`src/rtl/dfe_sequencer.sv`:
```
// Digital front-end sequencer: PDM clock generation, mic bit capture, sample strobe,
// warm-up suppression and one decimation strobe per comb window.
module dfe_sequencer #(
    parameter int CLK_DIV        = 8,
    parameter int WINDOW_LEN     = 250,
    parameter int WARMUP_WINDOWS = 2
) (
    input  logic       clk_i,
    input  logic       rst_i,
    input  logic       en_i,
    input  logic       pdm_data_i,
    output logic       pdm_clk_o,
    output logic       sample_data_o,
    output logic       sample_valid_o,
    output logic       dfe_en_o,
    output logic       dec_valid_o,
    output logic [1:0] state_o
);

    localparam int DIV_W  = (CLK_DIV > 1) ? $clog2(CLK_DIV) : 1;
    localparam int WIN_W  = (WINDOW_LEN > 1) ? $clog2(WINDOW_LEN) : 1;
    localparam int WARM_W = $clog2(WARMUP_WINDOWS + 1);

    localparam logic [DIV_W-1:0]  DIV_LAST  = DIV_W'(CLK_DIV - 1);
    localparam logic [DIV_W-1:0]  DIV_HALF  = DIV_W'(CLK_DIV / 2);
    localparam logic [WIN_W-1:0]  WIN_LAST  = WIN_W'(WINDOW_LEN - 1);
    localparam logic [WARM_W-1:0] WARM_DONE = WARM_W'(WARMUP_WINDOWS);

    typedef enum logic [1:0] {
        ST_IDLE   = 2'd0,
        ST_WARMUP = 2'd1,
        ST_RUN    = 2'd2
    } state_t;

    state_t             state_r, state_s;
    logic [DIV_W-1:0]   div_cnt_r, div_cnt_s;
    logic [WIN_W-1:0]   win_cnt_r, win_cnt_s;
    logic [WARM_W-1:0]  warm_cnt_r, warm_cnt_s;
    logic               pdm_clk_r, pdm_clk_s;
    logic               sample_data_r, sample_data_s;
    logic               sample_valid_r, sample_valid_s;
    logic               dfe_en_r, dfe_en_s;
    logic               dec_valid_r, dec_valid_s;

    // Next-state, counter and registered-output computation.
    always_comb begin
        state_s        = ST_IDLE;
        div_cnt_s      = {DIV_W{1'b0}};
        win_cnt_s      = {WIN_W{1'b0}};
        warm_cnt_s     = {WARM_W{1'b0}};
        pdm_clk_s      = 1'b0;
        sample_data_s  = sample_data_r;
        sample_valid_s = 1'b0;
        dfe_en_s       = 1'b0;
        dec_valid_s    = 1'b0;
        case (state_r)
            ST_IDLE: begin
                if (en_i) begin
                    // div_cnt restarts at 0, which is the first high phase of the PDM clock
                    state_s   = ST_WARMUP;
                    dfe_en_s  = 1'b1;
                    pdm_clk_s = 1'b1;
                end else begin
                    state_s = ST_IDLE;
                end
            end
            ST_WARMUP, ST_RUN: begin
                if (en_i) begin
                    dfe_en_s   = 1'b1;
                    win_cnt_s  = win_cnt_r;
                    warm_cnt_s = warm_cnt_r;
                    if (div_cnt_r == DIV_LAST) begin
                        div_cnt_s = {DIV_W{1'b0}};
                    end else begin
                        div_cnt_s = div_cnt_r + DIV_W'(1);
                    end
                    pdm_clk_s = (div_cnt_s < DIV_HALF);
                    // Leave warm-up on the cycle after the last warm-up strobe
                    if ((state_r == ST_WARMUP) && sample_valid_r && (warm_cnt_r == WARM_DONE)) begin
                        state_s = ST_RUN;
                    end else begin
                        state_s = state_r;
                    end
                    if (div_cnt_r == DIV_LAST) begin
                        sample_data_s  = pdm_data_i;
                        sample_valid_s = 1'b1;
                        if (win_cnt_r == WIN_LAST) begin
                            win_cnt_s   = {WIN_W{1'b0}};
                            dec_valid_s = (state_r == ST_RUN);
                            if (state_r == ST_WARMUP) begin
                                warm_cnt_s = warm_cnt_r + WARM_W'(1);
                            end else begin
                                warm_cnt_s = warm_cnt_r;
                            end
                        end else begin
                            win_cnt_s = win_cnt_r + WIN_W'(1);
                        end
                    end else begin
                        sample_valid_s = 1'b0;
                    end
                end else begin
                    state_s = ST_IDLE;
                end
            end
            default: begin
                state_s = ST_IDLE;
            end
        endcase
    end

    // State, counter and output registers.
    always_ff @(posedge clk_i or posedge rst_i) begin
        if (rst_i) begin
            state_r        <= ST_IDLE;
            div_cnt_r      <= {DIV_W{1'b0}};
            win_cnt_r      <= {WIN_W{1'b0}};
            warm_cnt_r     <= {WARM_W{1'b0}};
            pdm_clk_r      <= 1'b0;
            sample_data_r  <= 1'b0;
            sample_valid_r <= 1'b0;
            dfe_en_r       <= 1'b0;
            dec_valid_r    <= 1'b0;
        end else begin
            state_r        <= state_s;
            div_cnt_r      <= div_cnt_s;
            win_cnt_r      <= win_cnt_s;
            warm_cnt_r     <= warm_cnt_s;
            pdm_clk_r      <= pdm_clk_s;
            sample_data_r  <= sample_data_s;
            sample_valid_r <= sample_valid_s;
            dfe_en_r       <= dfe_en_s;
            dec_valid_r    <= dec_valid_s;
        end
    end

    assign pdm_clk_o      = pdm_clk_r;
    assign sample_data_o  = sample_data_r;
    assign sample_valid_o = sample_valid_r;
    assign dfe_en_o       = dfe_en_r;
    assign dec_valid_o    = dec_valid_r;
    assign state_o        = state_r;

endmodule
```
`config.mk`:
```
export PLATFORM = sky130hd
export DESIGN_NAME = dfe_sequencer
export DESIGN_NICKNAME = d
export VERILOG_FILES = /design/src/rtl/dfe_sequencer.sv
export SDC_FILE = /design/constraint.sdc
export NUM_CORES = 1
export LEC_CHECK = 0
export BUFFER_PORTS_ARGS = -buffer_cell sky130_fd_sc_hd__buf_2
export CAP_MARGIN = 5
export CORE_AREA = 10 10 57 59
export DETAILED_ROUTE_END_ITERATION = 10
export DIE_AREA = 0 0 67 69
export PLACE_DENSITY = 0.77
export SKIP_CTS_REPAIR_TIMING = 1
export SLEW_MARGIN = 20
export SYNTH_ARGS = -nofsm -noshare
export SYNTH_HDL_FRONTEND = slang
export SYNTH_SLANG_ARGS = --single-unit
```
`constraint.sdc`:
```
create_clock -name clk_i -period 3.5 [get_ports clk_i]
set_input_delay 0.7 -clock clk_i [delete_from_list [all_inputs] [get_ports clk_i]]
set_output_delay 0.7 -clock clk_i [all_outputs]
set_load 0.01 [all_outputs]
```
Yosys cells after proc, flatten, opt, wreduce, memory -nomap -nowiden
Index checks and enable logic that the tools add are counted.

Add/subtract/negate cells: 3. Magnitude comparators: 1. Equality and inequality tests: 9. Multiplexer cells: 29. Reductions and logical operators: 7.

Operator list (number): 2-to-1 mux 8 bit (4); 2-to-1 mux 3 bit (5); 2-to-1 mux 2 bit (7); inequality test 3 bit (second input constant) (4); 2-to-1 mux 1 bit (11); adder 8 x 1 -> 8 bit (second input constant) (1); == test 8 bit (second input constant) (1); AND reduction 3 bit (2); == test 2 bit (second input constant) (2); case mux 2 bit (2 select lines) (1); adder 3 x 1 -> 3 bit (second input constant) (1); == test 3 bit (second input constant) (1); < comparator 3 bit (second input constant) (1); OR reduction 3 bit (1); adder 2 x 1 -> 2 bit (second input constant) (1); == test 2 x 1 -> 1 bit (second input constant) (1); logical AND 1 bit (2); zero test 2 bit (1); case mux 1 bit (2 select lines) (1); OR reduction 2 bit (1).

Flip-flop bits (word level): 20. Input port bits: 4. Output and inout port bits: 7. Logic and storage cells: 58.

Longest topological paths before layout
Gate-level depths: netlist of the first run.

Depth in word-level cells: 7. Mapped depth: 6. Gate-level depth less buffers: 5.

Worst setup path before layout of the first run
Ideal clock, no wire load.

Path type: register -> register. From: register state_r[0], in the netlist state_o[0]. To: register win_cnt_r[5]. Setup time: 0.125 ns. Arrival time: 1.580 ns. Setup slack: 1.796 ns. Stages on the path, launching flop included: 6. Period minus slack after synthesis: 1.704 ns. Cell sequence: dfrtp_1 -> inv_1 -> ha_1 -> and3b_4 -> nor3_1 -> mux2_2.

Word-level cells in the longest chain between the ends: 3.

RTL lines: start: declaration (line 35) `state_t state_r, state_s;`; start signal: assignment (line 124) `state_r <= state_s;`; == test 2 bit / == test 2 x 1 -> 1 bit (equally long branches) (line 56) `case (state_r)`; OR reduction 2 bit * (line 56); inequality test 3 bit (no source line) / 2-to-1 mux 8 bit (equally long branches); end signal: assignment (line 116) `win_cnt_r <= {WIN_W{1'b0}};`; end signal: assignment (line 126) `win_cnt_r <= win_cnt_s;`; end: declaration (line 37) `logic [WIN_W-1:0] win_cnt_r, win_cnt_s;`.

Mark *: on every way between the ends. The rest lies on a longest branch, timed or not. A chain may end at the register's enable or synchronous reset.

Worst setup path in the final report of the first run
From: register state_r[0], in the netlist state_o[0]. To: register win_cnt_r[7].

The elaborated chain is that of the path after synthesis.

==> results of run 1 <==
==> state kept, by name (all words and copies together), names as in the netlist <==
| signal | flops |
|---|---|
| pdm_clk_o | 1 |
| warm_cnt_r | 2 |
| sample_valid_o | 1 |
| div_cnt_r | 3 |
| sample_data_o | 1 |
| state_o | 2 |
| dfe_en_o | 1 |
| win_cnt_r | 8 |
| dec_valid_o | 1 |
==> cell type report <==
cell class / count / area share (%)
Inverter: 9 / 2.89
Clock buffer: 4 / 3.11
Tap cell: 28 / 3.00
Timing Repair Buffer: 10 / 4.29
Multi-Input combinational cell: 74 / 43.8
Sequential cell: 20 / 42.9
==> kinds of logic (layout without fill, tap and decap cells) <==
group | count (synthesis) | after routing | share of synthesized area (%)
compound gates | 20 | 20 | 11.8
mux | 3 | 3 | 3.02
buf+inv | 13 | 23 | 6.04
flops | 20 | 20 | 46.5
fa+ha+maj | 9 | 9 | 10.5
xor+xnor | 1 | 1 | 0.813
simple gates | 41 | 41 | 21.4
==> per-layer routing <==
layer	share of wire (%)	GRT usage (%)
met5	0	0
met4	2.1	4.75
met1	44	11.8
met3	4.7	2.42
met2	49	15.1
==> power groups by stage <==
| stage | clock network [mW] | logic, mW | registers (mW) |
|---|---|---|---|
| 2_1_floorplan | 0 | 0.0289 | 0.247 |
| 3_3_place_gp | 0 | 0.0434 | 0.244 |
| 3_5_place_dp | 0 | 0.0452 | 0.245 |
| 4_1_cts | 0.140 | 0.0453 | 0.240 |
| 5_1_grt | 0.145 | 0.0509 | 0.241 |
| 6_report | 0.134 | 0.0448 | 0.240 |
==> metrics by stage <==
step / hold WS (ns) / util, % / instances / power, mW
floorplan: 0.415 / - / 107 / 0.275
global placement: 0.437 / 52.7 / 141 / 0.288
detailed placement: 0.442 / 52.7 / 141 / 0.290
CTS: 0.459 / 54.3 / 145 / 0.425
global route: 0.471 / 54.3 / 145 / 0.437
finish: 0.449 / 54.3 / 145 / 0.419
==> cell usage after synthesis, types with 2 or more instances <==
cell / number
inv_1: 9
mux2_2: 2
o41ai_1: 2
buf_6: 2
nor3_1: 3
ha_1: 9
nand2_1: 11
nor2b_1: 5
or3_1: 2
a21oi_1: 8
and3_1: 2
nand3_1: 6
nor2_1: 3
a211oi_1: 2
nand4_1: 3
dfrtp_1: 20
o21ai_0: 3
==> worst max-delay path, stage by stage (launching register included) <==
cell and delay (ns):
dfrtp_1 0.40, inv_1 0.09, ha_1 0.39, nand2_1 0.32
or3_1 0.44, o22ai_1 0.12
==> how the worst max path moves through the flow <==
| stage | startpoint | to | slack [ns] | depth (start not counted) |
|---|---|---|---|---|
| CTS | state_o[0] | win_cnt_r[7] | 1.68 | 5 |
| floorplan | state_o[0] | win_cnt_r[5] | 1.80 | 5 |
| global route | state_o[0] | win_cnt_r[7] | 1.48 | 5 |
| finish | state_o[0] | win_cnt_r[7] | 1.68 | 5 |
| global placement | div_cnt_r[0] | win_cnt_r[5] | 1.71 | 5 |
| detailed placement | state_o[0] | win_cnt_r[7] | 1.70 | 5 |
==> qor.csv, run 1 <==
stage,metric,value,unit
status,status,"complete, no violations",
clock_network,cts.sinks,20,
sta,setup_violations,0,
yosys,synth_area_leader_cell,dfrtp_1,
sta,fin_crit_sh,52.1,%
power,peakVddDrop,238,uV
power,leakage,0.526,nW
finish,layout.nets,131,
sta,final.setup.tns,0,ns
floorplan,rows,17,
finish,final_common_cell,dfrtp_1,
placement,dp_slack,1.70,ns
finish,multi_input_area,512,sq um
clock_network,cts-htree-levels,1,
route,wl_per_cell,14.4,um
yosys,yosysWarnings,0,
route,drc,0,
sta,hold_violations,0,
power,p_sw_share,24.6,%
clock_network,clk_latency,0.31,ns
finish,layout_common_cells,"20 x dfrtp_1, 11 x nand2_1, 10 x buf_2, 9 x inv_1, 9 x ha_1",
placement,placed_area,0.00113,sq mm
global_routing,grt_pass1_vias,808,
finish,seq_area,500,sq um
yosys,syn_inst,107,
yosys,synth_seq_cells,20,
power,clkPwrFrac,32.0,%
global_routing,grt_usage,9.65,%
worst_setup_path,end_kind,flip-flop,
power,p_sw,0.103,mW
clock_network,numCtsBuffers,3,
route,vias_per_cell,5.55,
global_routing,grt_pass1_wl,3620,um
worst_setup_path,startpoint_type,flip-flop,
sta,rsz0062_at_grt,no,
global_routing,antenna_found_initial,0,
floorplan,die_w,67,um
clock_network,clockRootBuffer,clkbuf_4,
power,pwr-share-seq,57.3,%
route,vias,805,
hold_path,hp-class,reg2reg,
yosys,synthArstFlopShare,100,%
worst_setup_path,worst_r2r_startpoint,state_o[0],
sta,setup_slack,1.68,ns
placement,port_buffers,10,
worst_setup_path,crit_arrival,2.06,ns
power,power_density,358,mW/mm^2
sta,min_period,1.82,ns
sta,finClkSkew,0.00700,ns
placement,gp_congestion,0.819,
yosys,synthFlopType,dfrtp_1,
job,cap_viol_max_count,0,
hold_path,hp-start,div_cnt_r[0],
finish,fill_cells,189,
floorplan,coreArea,0.00215,sq mm
sta,max_slew_margin,51.6,%
yosys,synth_fp_nets,120,
sta,fmax,549,MHz
global_routing,overflow,0,
sta,slew_viol_final,0,
floorplan,start_util,50.1,%
worst_setup_path,reg2reg_depth,5,
clock_network,cts_tree,built,
hold_path,min_to,div_cnt_r[0],
floorplan,dieArea,0.00462,sq mm
floorplan,die_h,69,um
worst_setup_path,crit_type,reg2reg,
finish,diodes,0,
yosys,synth.top_cell.area_share,46.5,%
finish,fin_area,0.00117,sq mm
worst_setup_path,cp_max_fo,13,
route,drtIter0Drc,27,
yosys,ys_seq_area_share,46.5,%
placement,place_hpwl,1550,um
power,p_int,0.315,mW
yosys,netlist_area,0.00108,sq mm
worst_setup_path,r2r_setup_slack,1.68,ns
worst_setup_path,r2r-end,win_cnt_r[7],
yosys,syn_avg_cell_area,10.1,sq um
yosys,synth_edf_count,0,
yosys,synthTopCellsByArea,"dfrtp_1 46%, ha_1 10%, nand2_1 3.8%",
hold_path,worstHoldPathCells,1,
route,dr.pass1.iters,4,
route,wl,2080,um
route,ant_nets,0,
finish,area_delta_synth_final,8.36,%
worst_setup_path,crit_required,3.74,ns
clock_network,clkTransAtPathRegs,0.11,ns
floorplan,ioPinCount,11,
clock_network,cts_max_path_buffers,2,
yosys,ys_types,32,
sta,worstMarginPinSlew,0.725,ns
power,combinationalPowerShare,10.7,%
global_routing,grt_max_degree,21,
finish,drive_above_1_share,16.2,%
(Power assumes the default switching activity.)
==> run 2, diff against run 1 <==
Settings changed: ABC_AREA from default to 1.
Clock period 3.5 ns to 1.5 ns, I/O delays scaled along.
==> qor.csv, run 2 <==
stage,metric,value,unit
status,status,"complete, no violations",
worst_setup_path,slowest_stage,dfrtp_1,
global_routing,antenna_found_initial,0,
yosys,post-synth-top-count-cell,nand2_1,
power,leakage,0.597,nW
finish,layout_common_cells,"21 x nand2_1, 20 x dfrtp_1, 18 x nor2_1, 13 x inv_1, 10 x buf_2",
clock_network,cts_tree,built,
route,vias,796,
worst_setup_path,cpPeakStageDelay,0.38,ns
finish,multi_input_area,498,sq um
sta,min_period,1.44,ns
clock_network,cts.sinks,20,
floorplan,die_h,69,um
finish,drive_above_1_share,29.9,%
hold_path,hp-class,in2async,
route,dr.pass1.iters,4,
worst_setup_path,reg2reg_depth,8,
global_routing,overflow,0,
worst_setup_path,worstPathBufferInverterCount,2,
global_routing,grt_pass1_wl,3400,um
route,ant_nets,0,
yosys,ys_seq_area_share,49.3,%
yosys,synth_area_leader_cell,dfrtp_1,
worst_setup_path,cp.depth,8,
yosys,synthTopCellsByArea,"dfrtp_1 49%, ha_1 11%, nand2_1 8.5%",
worst_setup_path,crit_required,1.69,ns
sta,rsz0062_at_grt,yes,
route,wl_per_cell,12.4,um
route,wl,2050,um
clock_network,numCtsBuffers,3,
sta,max_slew_margin,82.5,%
worst_setup_path,crit_top_cell,inv_2,
yosys,synth_fp_nets,129,
power,power,1.15,mW
power,peakVddDrop,585,uV
yosys,synth_commonest_cells,"23 x nand2_1, 20 x dfrtp_1, 20 x nor2_1",
placement,place_hpwl,1490,um
global_routing,grt_usage,8.72,%
sta,fmax,693,MHz
sta,fin_crit_sh,96.2,%
sta,whs,0.0168,ns
worst_setup_path,startpoint_type,flip-flop,
yosys,syn_inst,116,
placement,port_buffers,10,
finish,fill_cells,197,
clock_network,clk_latency,0.29,ns
worst_setup_path,cp_cell_sequence,"inv_2, ha_4, nand2_8, nor2_4, inv_2, nand2_2, xor2_1, nor2_1",
finish,area_delta_synth_final,20.8,%
sta,slew_viol_final,0,
finish,diodes,0,
global_routing,grt_max_degree,21,
job,cap_viol_max_count,0,
finish,largest_register_ff_count,8,
finish,reg.largest.list,"win_cnt_r x8, div_cnt_r x3",
placement,dp.cells,158,
finish,regMostFlops,win_cnt_r,
worst_setup_path,crit_arrival,1.64,ns
sta,worstMarginPinSlew,0.263,ns
sta,setup_violations,0,
yosys,synthFlopType,dfrtp_1,
yosys,synth_edf_count,0,
power,power_density,940,mW/mm^2
finish,final_common_cell,nand2_1,
yosys,syn_avg_cell_area,8.75,sq um
yosys,ys_types,21,
clock_network,cts-htree-levels,1,
yosys,netlist_area,0.00101,sq mm
global_routing,grt_pass1_vias,837,
clock_network,cts_max_path_buffers,2,
clock_network,clockRootBuffer,clkbuf_4,
placement,gp_congestion,0.879,
worst_setup_path,crit_type,reg2reg,
route,drtIter0Drc,20,
floorplan,ioPinCount,11,
finish,seq_area,500,sq um
yosys,synth_seq_cells,20,
sta,finClkSkew,0.00445,ns
worst_setup_path,cpLargestDelayFamily,simple AND/OR/NAND/NOR gates,
floorplan,dieArea,0.00462,sq mm
finish,layout.nets,152,
worst_setup_path,end_kind,flip-flop,
clock_network,clkTransAtPathRegs,0.10,ns
route,drc,0,
yosys,yosysWarnings,0,
floorplan,start_util,47.2,%
yosys,synth.top_cell.area_share,49.3,%
worst_setup_path,cp_max_fo,7,
sta,hold_violations,0,
route,vias_per_cell,4.82,
floorplan,die_w,67,um
finish,final_cells,165,
yosys,synthArstFlopShare,100,%
floorplan,coreArea,0.00215,sq mm
floorplan,rows,17,
-- run 2: cell count changes after synthesis, moves of 3 or more --
cell     change
a21oi_1      -6
inv_1        +6
nand2_1     +12
nand2_2      +3
nor2_1      +17
nor2_2       +4
nor2b_1      -5
-- run 2: final cells by class --
| class | instances | share of cell area [%] |
|---|---|---|
| flip-flops and latches | 20 | 40.8 |
| multi-input cells | 80 | 40.6 |
| repair buffers | 18 | 8.98 |
| inverters | 16 | 4.90 |
| well taps | 28 | 2.86 |
| clock buffers | 3 | 1.84 |
-- run 2: logic make-up (layout without fill, tap and decap cells) --
group | after synthesis | after routing | share of synthesized area (%)
XOR/XNOR | 1 | 1 | 0.863
flip-flops | 20 | 20 | 49.3
AND/OR/NAND/NOR | 64 | 64 | 28.9
buffers and inverters | 16 | 37 | 5.92
adder cells (fa/ha/maj) | 9 | 9 | 11.1
multiplexers | 1 | 1 | 1.11
AO/OA/AOI/OAI | 5 | 5 | 2.84
-- run 2: tightest hold or removal path, cell delays in order --
cell   delay, ns
buf_2       0.09
inv_1       0.04
buf_4       0.26
-- run 2: final timing paths --
kind | from | endpoint | slack, ns
hold reg to reg | div_cnt_r[0] | div_cnt_r[0] | 0.44
hold / removal | rst_i | win_cnt_r[3] | 0.02
max in group asynchronous | rst_i | state_o[1] | 1.27
setup / recovery | state_o[0] | win_cnt_r[6] | 0.06
setup reg to reg | state_o[0] | win_cnt_r[6] | 0.06
min in group clk_i | pdm_data_i | sample_data_o | 0.23
-- run 2: layer usage --
metal / vias up / track usage [%] / share of wire, %
met2: 14 / 15.0 / 52
li1: 402 / - / -
met4: 0 / 1.36 / 0
met3: 0 / 3.06 / 5.1
met5: - / 0 / 0
met1: 380 / 10.1 / 42
-- run 2: power breakdown --
part           switching (mW)  internal (mW)  leakage [nW]
clock                   0.149         0.0933        0.0138
combinational           0.179          0.136         0.311
sequential             0.0203          0.575         0.272
total                   0.349          0.804         0.597
-- run 2: metrics by stage --
step	instance area, sq um	util, %	TNS [ns]	setup WS [ns]
2_1_floorplan	1020	-	0	0.0132
3_3_place_gp	1130	52.8	0	0.0464
3_5_place_dp	1130	52.8	0	0.0115
4_1_cts	1160	53.9	-0.00817	-0.00817
5_1_grt	1230	57.1	-0.0788	-0.0445
6_report	1230	57.1	0	0.0563
==> run 3, diff against run 2 <==
Settings changed: BUFFER_PORTS_ARGS -buffer_cell sky130_fd_sc_hd__buf_2 to -buffer_cell sky130_fd_sc_hd__clkbuf_2.
==> qor.csv, run 3 (synthesized netlist as in run 2, its figures left out) <==
stage,metric,value,unit
clock_network,clk_latency,0.30,ns
power,peakVddDrop,633,uV
worst_setup_path,crit_required,1.70,ns
worst_setup_path,end_kind,flip-flop,
global_routing,antenna_found_initial,0,
sta,max_slew_margin,82.7,%
placement,port_buffers,10,
finish,area_delta_synth_final,22.8,%
sta,hold_violations,0,
global_routing,grt_max_degree,21,
hold_path,hp-class,in2reg,
hold_path,hp-start,pdm_data_i,
worst_setup_path,cp_cell_sequence,"inv_2, ha_4, nand2_8, nor2_4, inv_2, nand2_2, xor2_1, nor2_1",
worst_setup_path,r2r-end,win_cnt_r[6],
global_routing,grt_usage,9.08,%
finish,layout.nets,156,
global_routing,grt_pass1_wl,3420,um
hold_path,min_to,sample_data_o,
route,vias,811,
worst_setup_path,crit_top_cell,inv_2,
sta,setup_violations,0,
clock_network,numCtsBuffers,3,
finish,reg.largest.list,"win_cnt_r x8, div_cnt_r x3",
floorplan,die_w,67,um
finish,layout_common_cells,"22 x nand2_1, 20 x nor2_1, 20 x dfrtp_1, 14 x inv_1, 11 x buf_4",
route,drc,0,
sta,fmax,694,MHz
floorplan,rows,17,
sta,min_period,1.44,ns
worst_setup_path,cp_max_fo,9,
finish,final_cells,169,
clock_network,cts-htree-levels,1,
worst_setup_path,worst_r2r_startpoint,state_o[1],
placement,place_hpwl,1480,um
worst_setup_path,reg2reg_depth,8,
sta,whs,0.233,ns
finish,final_common_cell,nand2_1,
clock_network,cts.sinks,20,
floorplan,ioPinCount,11,
finish,fin_util,58.0,%
finish,regMostFlops,win_cnt_r,
clock_network,cts_max_path_buffers,2,
worst_setup_path,r2r_setup_slack,0.06,ns
route,vias_per_cell,4.80,
route,ant_nets,0,
sta,finClkSkew,0.00309,ns
floorplan,dieArea,0.00462,sq mm
placement,gp_congestion,0.856,
worst_setup_path,cpPeakStageDelay,0.38,ns
sta,worstMarginPinSlew,0.260,ns
worst_setup_path,crit_type,reg2reg,
floorplan,die_h,69,um
floorplan,coreArea,0.00215,sq mm
global_routing,overflow,0,
power,power_density,936,mW/mm^2
route,drtIter0Drc,19,
clock_network,clockRootBuffer,clkbuf_4,
finish,largest_register_ff_count,8,
floorplan,start_util,47.2,%
power,leakage,0.613,nW
global_routing,grt_pass1_vias,812,
clock_network,cts_tree,built,
job,cap_viol_max_count,0,
worst_setup_path,slowest_stage,dfrtp_1,
finish,drive_above_1_share,28.4,%
placement,dp.cells,157,
finish,diodes,0,
route,wl_per_cell,11.8,um
hold_path,worstHoldPathCells,2,
route,wl,2000,um
worst_setup_path,crit_arrival,1.64,ns
status,status,"complete, no violations",
worst_setup_path,startpoint_type,flip-flop,
clock_network,clkTransAtPathRegs,0.10,ns
route,dr.pass1.iters,4,
sta,fin_crit_sh,96.1,%
sta,slew_viol_final,0,
## run 3: cell types whose count changed in the layout (fill, tap and decap cells not counted), sizes merged
| cell | previous run | this run |
|---|---|---|
| clkbuf | 3 | 13 |
| buf | 18 | 11 |
| dlygate4sd3 | 0 | 1 |
## run 3: metal layers
layer  track usage, %  vias to the layer above  wire length (um)
met5                0                        -                 0
met4             5.43                        0                57
met3             3.70                        5               105
met2             13.5                       15               983
met1             10.4                      381               851
li1                 -                      410                 -
## run 3: metrics by stage
step                      worst slack [ns]  total power, mW  TNS (ns)  area (sq um)
after global placement              0.0415            0.843         0          1130
after detailed placement           0.00943            0.854         0          1130
after global routing               -0.0457             1.25    -0.149          1250
after floorplan                     0.0132            0.773         0          1020
final                               0.0581             1.17         0          1250
after CTS                         -0.00990             1.11   -0.0164          1150
## run 3: report_power, final
part           internal [mW]  switching (mW)
Combinational          0.147           0.181
Sequential             0.575          0.0183
Clock                 0.0937           0.151
## run 3: worst max path at each step
stage                  from      endpoint  slack (ns)
2_1_floorplan    state_o[0]  win_cnt_r[6]        0.01
3_3_place_gp   div_cnt_r[0]  win_cnt_r[6]        0.04
3_5_place_dp     state_o[1]  win_cnt_r[6]       0.009
4_1_cts          state_o[1]  win_cnt_r[6]       -0.01
5_1_grt          state_o[0]  win_cnt_r[6]       -0.05
6_report         state_o[1]  win_cnt_r[6]        0.06
## run 3: critical path: cells and delay by family (launching register included)
family / cells / cell delay [ns]
DFF: 1 / 0.38
and+or+nand+nor: 4 / 0.38
adders and majority gates: 1 / 0.29
buffers and inverters: 2 / 0.15
xor gates and xnor gates: 1 / 0.14
## run 3: cell type report
class / count / area (sq um)
clock buffer: 3 / 22.5
fill: 200 / 902
inverter: 16 / 60.1
multi-input combinational: 80 / 485
sequential: 20 / 500
tap: 28 / 35.0
timing repair buffer: 22 / 143
